**config.mk**
```make
export PLATFORM = sky130hd
export DESIGN_NAME = wash_key_ctrl_flat
export DESIGN_NICKNAME = d
export VERILOG_FILES = /design/src/rtl/wash_key_ctrl_if.sv /design/src/rtl/wash_key_ctrl.sv /design/src/flat_wrapper.sv
export SDC_FILE = /design/constraint.sdc
export NUM_CORES = 1
export LEC_CHECK = 0
export BUFFER_PORTS_ARGS = -buffer_cell sky130_fd_sc_hd__buf_4
export CORE_MARGIN = 2
export CORE_UTILIZATION = 57
export DETAILED_ROUTE_END_ITERATION = 10
export PLACE_DENSITY = 0.78
export SYNTH_ARGS = -nofsm -noshare
export SYNTH_HDL_FRONTEND = slang
export SYNTH_SLANG_ARGS = --single-unit
```
**constraint.sdc**
```tcl
create_clock -name CLK_50 -period 1.9 [get_ports CLK_50]
set_input_delay 0.095 -clock CLK_50 [delete_from_list [all_inputs] [get_ports CLK_50]]
set_output_delay 0.095 -clock CLK_50 [all_outputs]
set_load 0.02 [all_outputs]
```
**src/rtl/wash_key_ctrl_if.sv**
```systemverilog
// rtl/wash_key_ctrl_if.sv - raw key inputs and decoded control outputs of the washer key panel
interface wash_key_ctrl_if;
  logic key_add;
  logic key_start;
  logic key_emg;
  logic key_clr;
  logic add;
  logic clr;
  logic start;
  logic emergency;

  modport master (
    output key_add, key_start, key_emg, key_clr,
    input  add, clr, start, emergency
  );

  modport slave (
    input  key_add, key_start, key_emg, key_clr,
    output add, clr, start, emergency
  );
endinterface

```
**src/rtl/wash_key_ctrl.sv**
```systemverilog
// rtl/wash_key_ctrl.sv - four-key debouncer and washer control decoder; KEY_AUTOREPEAT_EN enables add auto-repeat
module wash_key_ctrl #(
  parameter int DEB_CYCLES = 1000000,
  parameter int RPT_DELAY  = 25000000,
  parameter int RPT_PERIOD = 12500000
) (
  input logic             CLK_50,
  input logic             nCLR,
  wash_key_ctrl_if.slave  kif
);

  localparam int CW = $clog2(DEB_CYCLES + 1);
  localparam logic [CW-1:0] DEB_MAX = CW'(DEB_CYCLES);

  // key index: 0 add, 1 start, 2 emergency, 3 clear
  localparam int K_ADD = 0;
  localparam int K_STA = 1;
  localparam int K_EMG = 2;
  localparam int K_CLR = 3;

  typedef enum logic [1:0] {
    IDLE      = 2'd0,
    DEB_PRESS = 2'd1,
    HELD      = 2'd2,
    DEB_REL   = 2'd3
  } deb_state_e;

  logic [3:0]    raw_keys;
  logic [3:0]    sync1_q, sync2_q;
  deb_state_e    st_q  [4];
  deb_state_e    st_d  [4];
  logic [CW-1:0] cnt_q [4];
  logic [CW-1:0] cnt_d [4];
  logic [3:0]    press_ev;

  logic add_q, add_d;
  logic clr_q, clr_d;
  logic start_q, start_d;
  logic emg_q, emg_d;
  logic add_ev;

  assign raw_keys = {kif.key_clr, kif.key_emg, kif.key_start, kif.key_add};

  // per-key debounce FSM: a level must stay stable for DEB_CYCLES clocks to be accepted
  always_comb begin
    for (int i = 0; i < 4; i++) begin
      st_d[i]     = st_q[i];
      cnt_d[i]    = cnt_q[i];
      press_ev[i] = 1'b0;
      case (st_q[i])
        IDLE: begin
          if (sync2_q[i]) begin
            st_d[i]  = DEB_PRESS;
            cnt_d[i] = '0;
          end
        end
        DEB_PRESS: begin
          if (!sync2_q[i]) begin
            st_d[i] = IDLE;
          end else if (cnt_q[i] == DEB_MAX) begin
            st_d[i]     = HELD;
            press_ev[i] = 1'b1;
          end else begin
            cnt_d[i] = cnt_q[i] + 1'b1;
          end
        end
        HELD: begin
          if (!sync2_q[i]) begin
            st_d[i]  = DEB_REL;
            cnt_d[i] = '0;
          end
        end
        DEB_REL: begin
          if (sync2_q[i]) begin
            st_d[i] = HELD;
          end else if (cnt_q[i] == DEB_MAX) begin
            st_d[i] = IDLE;
          end else begin
            cnt_d[i] = cnt_q[i] + 1'b1;
          end
        end
        default: begin
          st_d[i]  = IDLE;
          cnt_d[i] = '0;
        end
      endcase
    end
  end

`ifdef KEY_AUTOREPEAT_EN
  logic [24:0] rpt_q, rpt_d;
  logic        rpt_first_q, rpt_first_d;
  logic        rpt_fire;

  // add repeat timer: first pulse after RPT_DELAY, later ones every RPT_PERIOD while held
  always_comb begin
    rpt_d       = rpt_q;
    rpt_first_d = rpt_first_q;
    rpt_fire    = 1'b0;
    if (st_q[K_ADD] == HELD && st_d[K_ADD] == HELD) begin
      if (rpt_q == (rpt_first_q ? 25'(RPT_PERIOD - 1) : 25'(RPT_DELAY - 1))) begin
        rpt_fire    = 1'b1;
        rpt_d       = '0;
        rpt_first_d = 1'b1;
      end else begin
        rpt_d = rpt_q + 1'b1;
      end
    end else begin
      rpt_d       = '0;
      rpt_first_d = 1'b0;
    end
  end

  // repeat timer state
  always_ff @(posedge CLK_50 or negedge nCLR) begin
    if (!nCLR) begin
      rpt_q       <= '0;
      rpt_first_q <= 1'b0;
    end else begin
      rpt_q       <= rpt_d;
      rpt_first_q <= rpt_first_d;
    end
  end

  assign add_ev = press_ev[K_ADD] | rpt_fire;
`else
  assign add_ev = press_ev[K_ADD];
`endif

  // output decode: clear beats add, start beats emergency, start falling drops emergency
  always_comb begin
    clr_d   = press_ev[K_CLR];
    add_d   = add_ev & ~press_ev[K_CLR];
    start_d = start_q ^ press_ev[K_STA];
    emg_d   = emg_q;
    if (press_ev[K_STA]) begin
      if (start_q) emg_d = 1'b0;
    end else if (press_ev[K_EMG] && start_q) begin
      emg_d = ~emg_q;
    end
  end

  // synchronizers, debouncer state and registered outputs
  always_ff @(posedge CLK_50 or negedge nCLR) begin
    if (!nCLR) begin
      sync1_q <= '0;
      sync2_q <= '0;
      for (int i = 0; i < 4; i++) begin
        st_q[i]  <= IDLE;
        cnt_q[i] <= '0;
      end
      add_q   <= 1'b0;
      clr_q   <= 1'b0;
      start_q <= 1'b0;
      emg_q   <= 1'b0;
    end else begin
      sync1_q <= raw_keys;
      sync2_q <= sync1_q;
      for (int i = 0; i < 4; i++) begin
        st_q[i]  <= st_d[i];
        cnt_q[i] <= cnt_d[i];
      end
      add_q   <= add_d;
      clr_q   <= clr_d;
      start_q <= start_d;
      emg_q   <= emg_d;
    end
  end

  assign kif.add       = add_q;
  assign kif.clr       = clr_q;
  assign kif.start     = start_q;
  assign kif.emergency = emg_q;

endmodule

```
**src/flat_wrapper.sv**
```systemverilog
// flat-port wrapper written by rule: the top's interface ports become plain ports
module wash_key_ctrl_flat 
#(
  parameter int DEB_CYCLES = 1000000,
  parameter int RPT_DELAY  = 25000000,
  parameter int RPT_PERIOD = 12500000
)
  (CLK_50, nCLR, kif_key_add, kif_key_start, kif_key_emg, kif_key_clr, kif_add, kif_clr, kif_start, kif_emergency);
  wash_key_ctrl_if kif_i ();
  input logic CLK_50;
  input logic nCLR;
  input wire logic [$bits(kif_i.key_add)-1:0] kif_key_add;
  input wire logic [$bits(kif_i.key_start)-1:0] kif_key_start;
  input wire logic [$bits(kif_i.key_emg)-1:0] kif_key_emg;
  input wire logic [$bits(kif_i.key_clr)-1:0] kif_key_clr;
  output wire logic [$bits(kif_i.add)-1:0] kif_add;
  output wire logic [$bits(kif_i.clr)-1:0] kif_clr;
  output wire logic [$bits(kif_i.start)-1:0] kif_start;
  output wire logic [$bits(kif_i.emergency)-1:0] kif_emergency;
  assign kif_i.key_add = kif_key_add;
  assign kif_i.key_start = kif_key_start;
  assign kif_i.key_emg = kif_key_emg;
  assign kif_i.key_clr = kif_key_clr;
  assign kif_add = kif_i.add;
  assign kif_clr = kif_i.clr;
  assign kif_start = kif_i.start;
  assign kif_emergency = kif_i.emergency;
  wash_key_ctrl #(.DEB_CYCLES(DEB_CYCLES), .RPT_DELAY(RPT_DELAY), .RPT_PERIOD(RPT_PERIOD)) u_core (.CLK_50(CLK_50), .nCLR(nCLR), .kif(kif_i));
endmodule
```
* Yosys cells after proc, flatten, opt, wreduce, memory -nomap -nowiden *
Cells that the tools add are included.

word-level totals
  flip-flop bits (word level) = 100
  output and inout port bits = 4
  bits of input ports = 6

cells by class
  bitwise operators = 4
  muxes and demuxes = 67
  $add $sub $neg = 4
  reduce and logical (&&, ||, !) cells = 15
  equal/unequal tests = 41

operators with widths
  operator                                                          count
  20-bit 2-to-1 mux                                                 20
  20-bit case mux with 4 select lines                               4
  20-bit by 1-bit adder with 20-bit output (second input constant)  4
  20-bit == test (second input constant)                            4
  2-bit 2-to-1 mux                                                  24
  2-bit case mux with 4 select lines                                4
  4-bit AND reduction                                               8
  2-bit != test (second input constant)                             9
  2-bit == test (second input constant)                             8
  2-bit by 1-bit != test with 1-bit output (second input constant)  8
  1-bit 2-to-1 mux                                                  15
  3-bit by 1-bit != test with 1-bit output (second input constant)  4
  3-bit != test (second input constant)                             4
  2-bit by 1-bit == test with 1-bit output (second input constant)  4
  2-bit zero test                                                   4
  1-bit NOT                                                         2
  2-bit AND reduction                                               1
  2-bit nonzero test                                                1
  1-bit AND                                                         1
  1-bit logical AND                                                 1
  1-bit bitwise XOR                                                 1

* Depth between registers and ports, before layout *
Gate-level depths: netlist of the first run.

  word-level depth = 7
  mapped depth = 8
  mapped depth without buffers = 8

* Worst setup path before layout of the first run *
Ideal clock, no wire load.

  kind = reg-to-reg
  start point = register u_core.cnt_q[32] (netlist bit)
  end point = register u_core.cnt_q[29] (netlist bit)
  data required time = 1.779 ns
  cell stages (with the launch flop) = 6
  setup time = 0.121 ns
  data arrival time = 1.946 ns
  slack = -0.167 ns
  cell sequence = dfrtp_1 -> or4_1 -> or4_4 -> o21ai_4 -> o21ai_0 -> a22o_1

between the ends
  word-level cells in the longest chain between the ends = 4
  elaborated cells on any way between the ends = 5
  those cells by class = eq/ne: 1; mux: 4

RTL lines
  element                                  RTL line                                  RTL
  from (decl)                              wash_key_ctrl.sv:32                       logic [CW-1:0] cnt_q [4];
  from (signal, indexed assignment)        wash_key_ctrl.sv:161                      cnt_q[i] <= cnt_d[i];
  20-bit == test (*)                       wash_key_ctrl.sv:60, wash_key_ctrl.sv:76
  20-bit 2-to-1 mux (*)                    --
  20-bit 2-to-1 mux (on tied branches)     --
  20-bit case mux with 4 select lines (*)  --

Every way passes the cells marked *; elsewhere a longest branch is shown, timed or not. The select of a mux whose other input is x is not followed.
A chain may end at the register's enable or synchronous reset.

* Worst setup path in the final report of the first run *
Ends and elaborated chain as after synthesis.

==> impl_metrics.ini, run 1 <==
[worst_hold_path]
hp-class = in2async

[cts]
clk_path_buf_depth = 2
cts_tree = yes
htreeDepth = 3
clock-root-buffer = clkbuf_8
worstSkewPairLatency_ns = 0.37
clkTransAtPathRegs_ns = 0.10
cts_inserted_buffers = 9
clock-sinks = 100

[setup_path]
end_kind = register
cp_data_arrival_time_ns = 2.35
crit_slowest_cell = or4_1
slowest_delay_ns = 0.53
worstPathRequired_ns = 2.17
r2r_slack_ns = -0.18
crit_fanout = 4
crit_chain = or4_1, or4_4, o21ai_4, buf_4, o21ai_1, a22o_1
start_kind = register
critPathKind = reg2reg

[global_routing]
grt_first_pass_wirelength_mm = 20.5
top_usage_layer = met2
met1_usage = 0.335
grt_overflow = 0
use_met3 = 0.0407
antenna_found_initial = 0
grt_pass1_vias = 4480
grt_max_degree = 101
grt_util_all_layers = 0.249
met2_usage = 0.413

[run]
cap_viol_max_count = 0

[pwr]
leakagePower_uw = 0.00271
peakVddDrop_v = 0.000473
p_per_area_nw_per_um2 = 666
finalPower_uw = 4260

[placement]
gp_congestion = 0.881
dp_hpwl_mm = 7.87
place_area_um2 = 5970
portBuffers = 9
preCtsSetupSlack_ns = -0.273

[sta]
finalHoldWorstSlack_ns = 0.293
finalCritPeriodShare = 1.10
slew_viol_final = 0
tightest_slew_ns = 0.625
setup_slack_ns = -0.183
finalSetupViolCount = 14
rsz0062_at_grt = true
fin_skew_ns = 0.0118
fmaxAchievable_ghz = 0.480
finalCriticalPeriod_ns = 2.08
hold_violations = 0
slew_headroom = 0.582

[final_layout]
final_core_util = 0.697
antenna_cells = 0
synthToLayoutAreaGrowth_pct = 19.0
drive_above_1_share = 0.190
fin_area_um2 = 6410
fin_nets = 668

[floorplan]
rows = 35
io_pins = 10
coreArea_um2 = 9200
die_h_um = 101
start_util = 0.586
die_area_um2 = 10200
die_x_um = 101

[logic_synthesis]
syn_area_per_cell_um2 = 9.14
synth_ff_type = dfrtp_1
yosysUniqueCellTypes = 50
yosysTopAreaCellShare = 0.465
synth_top_area_cell = dfrtp_1
synth-edff-count = 0
synthArstFlopShare = 1.00
synthesis.nets = 603
ys_seq_area_frac = 0.465
synth_cells = 589
ys_ff_latch = 100
netlist_area_um2 = 5390
synth_area_leaders = dfrtp_1 46%, nand2_1 6.4%, o21ai_0 3.6%
yosys_warnings = 0

[drt]
via_count = 4783
drtAntennaViolNets = 0
wl_per_cell_um = 15.6
viasPerCell = 6.21
drc = 0
routed_wl_mm = 12.0
drtPass1Iterations = 5
drt_iter0_markers = 241

[outcome]
status = finished, violations left
failed_checks = setup timing
## worst paths after layout
check                                        startpoint                           end  cells past startpoint
hold reg to reg             u_core.sync1_q[0]$_DFF_PN0_   u_core.sync2_q[0]$_DFF_PN0_                      0
setup reg to reg           u_core.cnt_q[32]$_DFFE_PN0P_  u_core.cnt_q[29]$_DFFE_PN0P_                      6
max in group asynchronous                          nCLR   u_core.cnt_q[4]$_DFFE_PN0P_                      3
min in group CLK_50         u_core.sync1_q[0]$_DFF_PN0_   u_core.sync2_q[0]$_DFF_PN0_                      0
hold / removal                                     nCLR  u_core.cnt_q[68]$_DFFE_PN0P_                      3
setup / recovery           u_core.cnt_q[32]$_DFFE_PN0P_  u_core.cnt_q[29]$_DFFE_PN0P_                      6
## power by group
| group | total, µW | switching [µW] | internal (µW) |
|---|---|---|---|
| Combinational | 431 | 237 | 194 |
| Clock | 1520 | 740 | 778 |
| Sequential | 2320 | 107 | 2210 |
## flip-flops by register name (all words and copies together) (netlist names), named ones only
register              count
u_core.sync2_q            4
u_core.kif.emergency      1
u_core.cnt_q             80
u_core.kif.add            1
u_core.kif.start          1
u_core.kif.clr            1
u_core.sync1_q            4
u_core.st_q               4
## layer usage
metal  vias up  share of wire
met5         -              0
met4         0          0.019
met3        27          0.044
met2       131           0.51
met1      2356           0.43
li1       2269              -
## cell usage in the layout (no fill, tap or decap), drive strengths merged, types with 17 or more instances in the layout
master and count:
a21oi 18, buf 68, dfrtp 100, inv 26, nand2 92, nand3 32, nand4 18, nor2 40
nor3 21, o21ai 41, xnor2 17
## per-stage QoR
step	cells	setup TNS, ns
after CTS	768	-1.75
after detailed placement	743	-3.29
final	770	-1.75
after global routing	770	-2.76
after floorplan	589	-0.955
after global placement	743	-1.71
## synth_stat cells, drive strengths merged (7+ instances only)
cell      n
nor4     11
xnor2    17
ha        8
nand3b    7
clkbuf   15
nand2    92
dfrtp   100
nor4b    11
a22o     11
nor2     40
a31oi     8
inv      26
o21ai    41
o221ai   10
nor3     21
and3     12
mux2i    15
nand4    18
a21oi    18
or3      10
nand3    32
## kinds of logic after synthesis
logic type | after synthesis | synth area share
adder cells (fa/ha/maj) | 8 | 0.0186
XOR/XNOR | 23 | 0.0374
flip-flops | 100 | 0.465
buffers and inverters | 45 | 0.0346
AND/OR/NAND/NOR | 281 | 0.272
AO/OA/AOI/OAI | 111 | 0.132
multiplexers | 21 | 0.0404
## critical path: cells and delay by family, from the launching register on
kind | cells | cell delay (ns)
flops | 1 | 0.39
simple gates | 2 | 1.00
buf+inv | 1 | 0.15
compound gates | 3 | 0.44
## repair_timing
item / 4_1_cts / 5_1_grt
gates resized for setup: 8 / 23
setup buffers: 4 / 2
endpoints found under the setup margin: 31 / 42
hold buffers: 5 / 0
cloned: 0 / 0
pin swaps: 1 / 9
hold endpoints to repair: 104 / 0
## cell type report
cell class | count | area [µm²]
clock inverter | 4 | 72.6
multi-input combinational | 444 | 2870
clock buffer | 12 | 145
sequential | 100 | 2500
fill | 682 | 2790
timing repair buffer | 73 | 581
inverter | 26 | 97.6
tap | 111 | 139
(Power assumes the default switching activity.)
==> run 2, diff against run 1 <==
Settings changed: ABC_AREA set to 1, CORE_UTILIZATION 57 to 58, PLACE_DENSITY 0.78 to 0.79.
==> run 2 against run 1 <==
  * The run now ends clean
  * Critical path depth increased by 4
  * Via count increased by 14%
  * Sequential power decreased by 5%
  * Final cell count increased by 35%
  * Global-route usage decreased by 0.62 points
  * Count of clock-buffer cells in the layout decreased by 1
  * Critical endpoint is now u_core.cnt_q[24]$_DFFE_PN0P_
==> impl_metrics.ini, run 2 <==
[cts]
cts_inserted_buffers = 9
worstSkewPairLatency_ns = 0.39
clk_path_buf_depth = 2
clock-sinks = 100
cts_tree = yes
htreeDepth = 3
clock-root-buffer = clkbuf_8
clkTransAtPathRegs_ns = 0.09

[sta]
finalCritPeriodShare = 0.911
setup_slack_ns = 0.170
slew_viol_final = 0
tightest_slew_ns = 0.531
hold_violations = 0
finalCriticalPeriod_ns = 1.73
fin_skew_ns = 0.00938
finalSetupViolCount = 0
slew_headroom = 0.646
fmaxAchievable_ghz = 0.578

[setup_path]
cp_common_cell = nor2_4
start_kind = register
crit_chain = inv_1, ha_1, nand2_1, nor2_1, nand3_2, nor2_4, nor2_4, buf_4, nand3b_1, o21ai_1
cp_data_arrival_time_ns = 2.00
crit_slowest_cell = dfrtp_2
critPathKind = reg2reg
worstPathRequired_ns = 2.17
r2r_slack_ns = 0.17
end_kind = register
slowest_delay_ns = 0.45
crit_fanout = 8

[floorplan]
rows = 37
die_h_um = 107
io_pins = 10
die_x_um = 107
coreArea_um2 = 10400
die_area_um2 = 11600
start_util = 0.599

[final_layout]
mostFrequentLayoutCell = nand2_1
n_fill_cell = 974
layout_common_cells = 278 x nand2_1, 109 x nor2_1, 99 x dfrtp_1, 92 x nand3_1, 90 x inv_1
largest_reg_flops = 80
top_register = u_core.cnt_q
fin_cells = 1042
synthToLayoutAreaGrowth_pct = 7.61
drive_above_1_share = 0.0861
antenna_cells = 0
fin_nets = 916

[logic_synthesis]
synth_cells = 880
netlist_area_um2 = 6210
yosysTopAreaCellShare = 0.403
synth_ff_type = dfrtp_1
yosys_warnings = 0
synth_area_leaders = dfrtp_1 40%, nand2_1 17%, nand3_1 7.4%
ys_seq_area_frac = 0.403
synthArstFlopShare = 1.00
yosysUniqueCellTypes = 37
synthesis.nets = 894
syn_area_per_cell_um2 = 7.06
ys_ff_latch = 100
synth_top_area_cell = dfrtp_1
yosysMostFrequentCell = nand2_1
synth_common_cells = 279 x nand2_1, 109 x nor2_1, 100 x dfrtp_1
synth-edff-count = 0

[placement]
placedCellCount = 1020
gp_congestion = 0.898
preCtsSetupSlack_ns = 0.129
portBuffers = 9
dp_hpwl_mm = 9.03

[global_routing]
grt_pass1_vias = 5027
grt_util_all_layers = 0.243
grt_max_degree = 42
antenna_found_initial = 0
grt_overflow = 0
grt_first_pass_wirelength_mm = 22.8

[drt]
via_count = 5464
drt_iter0_markers = 289
wl_per_cell_um = 12.0
drtAntennaViolNets = 0
viasPerCell = 5.24
drc = 0
routed_wl_mm = 12.5
drtPass1Iterations = 5

[pwr]
p_per_area_nw_per_um2 = 564
peakVddDrop_v = 0.000663
leakagePower_uw = 0.00297

[run]
cap_viol_max_count = 0

[outcome]
status = complete, no violations

[worst_hold_path]
hp-class = in2async
-- run 2: changes by cell type in the layout (fill, tap and decap cells not counted), moves of 11 or more --
cell / delta
a22o_1: -11
nand2_1: +186
o21ai_0: +12
nand3_1: +61
xnor2_1: -12
and3_1: -11
nor3_1: -15
mux2i_1: -15
xor2_1: +13
inv_1: +64
a21oi_1: -15
buf_4: -41
nor2_1: +71
-- run 2: metal layers --
layer,up-vias,track usage,part of all wire
met3,12,0.0569,0.039
li1,2860,-,-
met4,0,0.0650,0.012
met1,2513,0.330,0.48
met2,79,0.393,0.47
met5,-,0,0
-- run 2: worst paths after layout --
| check | startpoint | end | depth (start not counted) |
|---|---|---|---|
| min in group CLK_50 | u_core.sync1_q[1]$_DFF_PN0_ | u_core.sync2_q[1]$_DFF_PN0_ | 0 |
| setup / recovery | u_core.cnt_q[20]$_DFFE_PN0P_ | u_core.cnt_q[24]$_DFFE_PN0P_ | 10 |
| max in group asynchronous | nCLR | u_core.cnt_q[35]$_DFFE_PN0P_ | 3 |
| hold reg to reg | u_core.sync1_q[1]$_DFF_PN0_ | u_core.sync2_q[1]$_DFF_PN0_ | 0 |
| hold / removal | nCLR | u_core.cnt_q[11]$_DFFE_PN0P_ | 2 |
| setup reg to reg | u_core.cnt_q[20]$_DFFE_PN0P_ | u_core.cnt_q[24]$_DFFE_PN0P_ | 10 |
-- run 2: power breakdown --
| part | internal, µW | switching [µW] |
|---|---|---|
| clock | 517 | 757 |
| combinational | 93.8 | 189 |
| sequential | 2170 | 42.4 |
-- run 2: cell type report --
class | count | area (µm²) | area share
clock buffers | 11 | 141 | 0.0212
clock inverters | 4 | 33.8 | 0.00505
inverters | 94 | 360 | 0.0539
multi-input cells | 666 | 3200 | 0.479
flip-flops and latches | 100 | 2500 | 0.375
well taps | 136 | 170 | 0.0255
repair buffers | 31 | 270 | 0.0404
-- run 2: through the flow --
step / area (µm²) / power, µW / utilization / hold WS, ns / setup TNS, ns
floorplan: 6210 / 2430 / - / -0.201 / 0
finish: 6680 / 3770 / 0.645 / 0.218 / 0
CTS: 6660 / 3820 / 0.642 / 0.226 / 0
global route: 6680 / 3950 / 0.645 / 0.266 / -0.00976
detailed placement: 6430 / 2530 / 0.621 / 0.115 / 0
global placement: 6430 / 2520 / 0.621 / 0.109 / 0
-- run 2: worst max-delay path, delay by kind of cell, from the launching register on --
family	cells	cell delay (ns)
AO/OA/AOI/OAI	1	0.06
AND/OR/NAND/NOR	6	0.66
flip-flops	1	0.45
adder cells (fa/ha/maj)	1	0.16
buffers and inverters	2	0.29
-- run 2: timing repair --
| action | CTS | global route |
|---|---|---|
| hold endpoints to repair | 42 | 0 |
| hold buffers | 5 | 0 |
| resized for setup | 0 | 5 |
| endpoints found under the setup margin | 0 | 15 |
| buffers inserted | 0 | 2 |
-- run 2: logic make-up (layout without fill, tap and decap cells) --
kind of cell | Yosys count | count (layout) | share of synthesized area
AND/OR/NAND/NOR | 553 | 553 | 0.391
adder cells (fa/ha/maj) | 8 | 8 | 0.0161
buffers and inverters | 114 | 140 | 0.0820
flip-flops | 100 | 100 | 0.403
XOR/XNOR | 23 | 23 | 0.0324
AO/OA/AOI/OAI | 82 | 82 | 0.0759
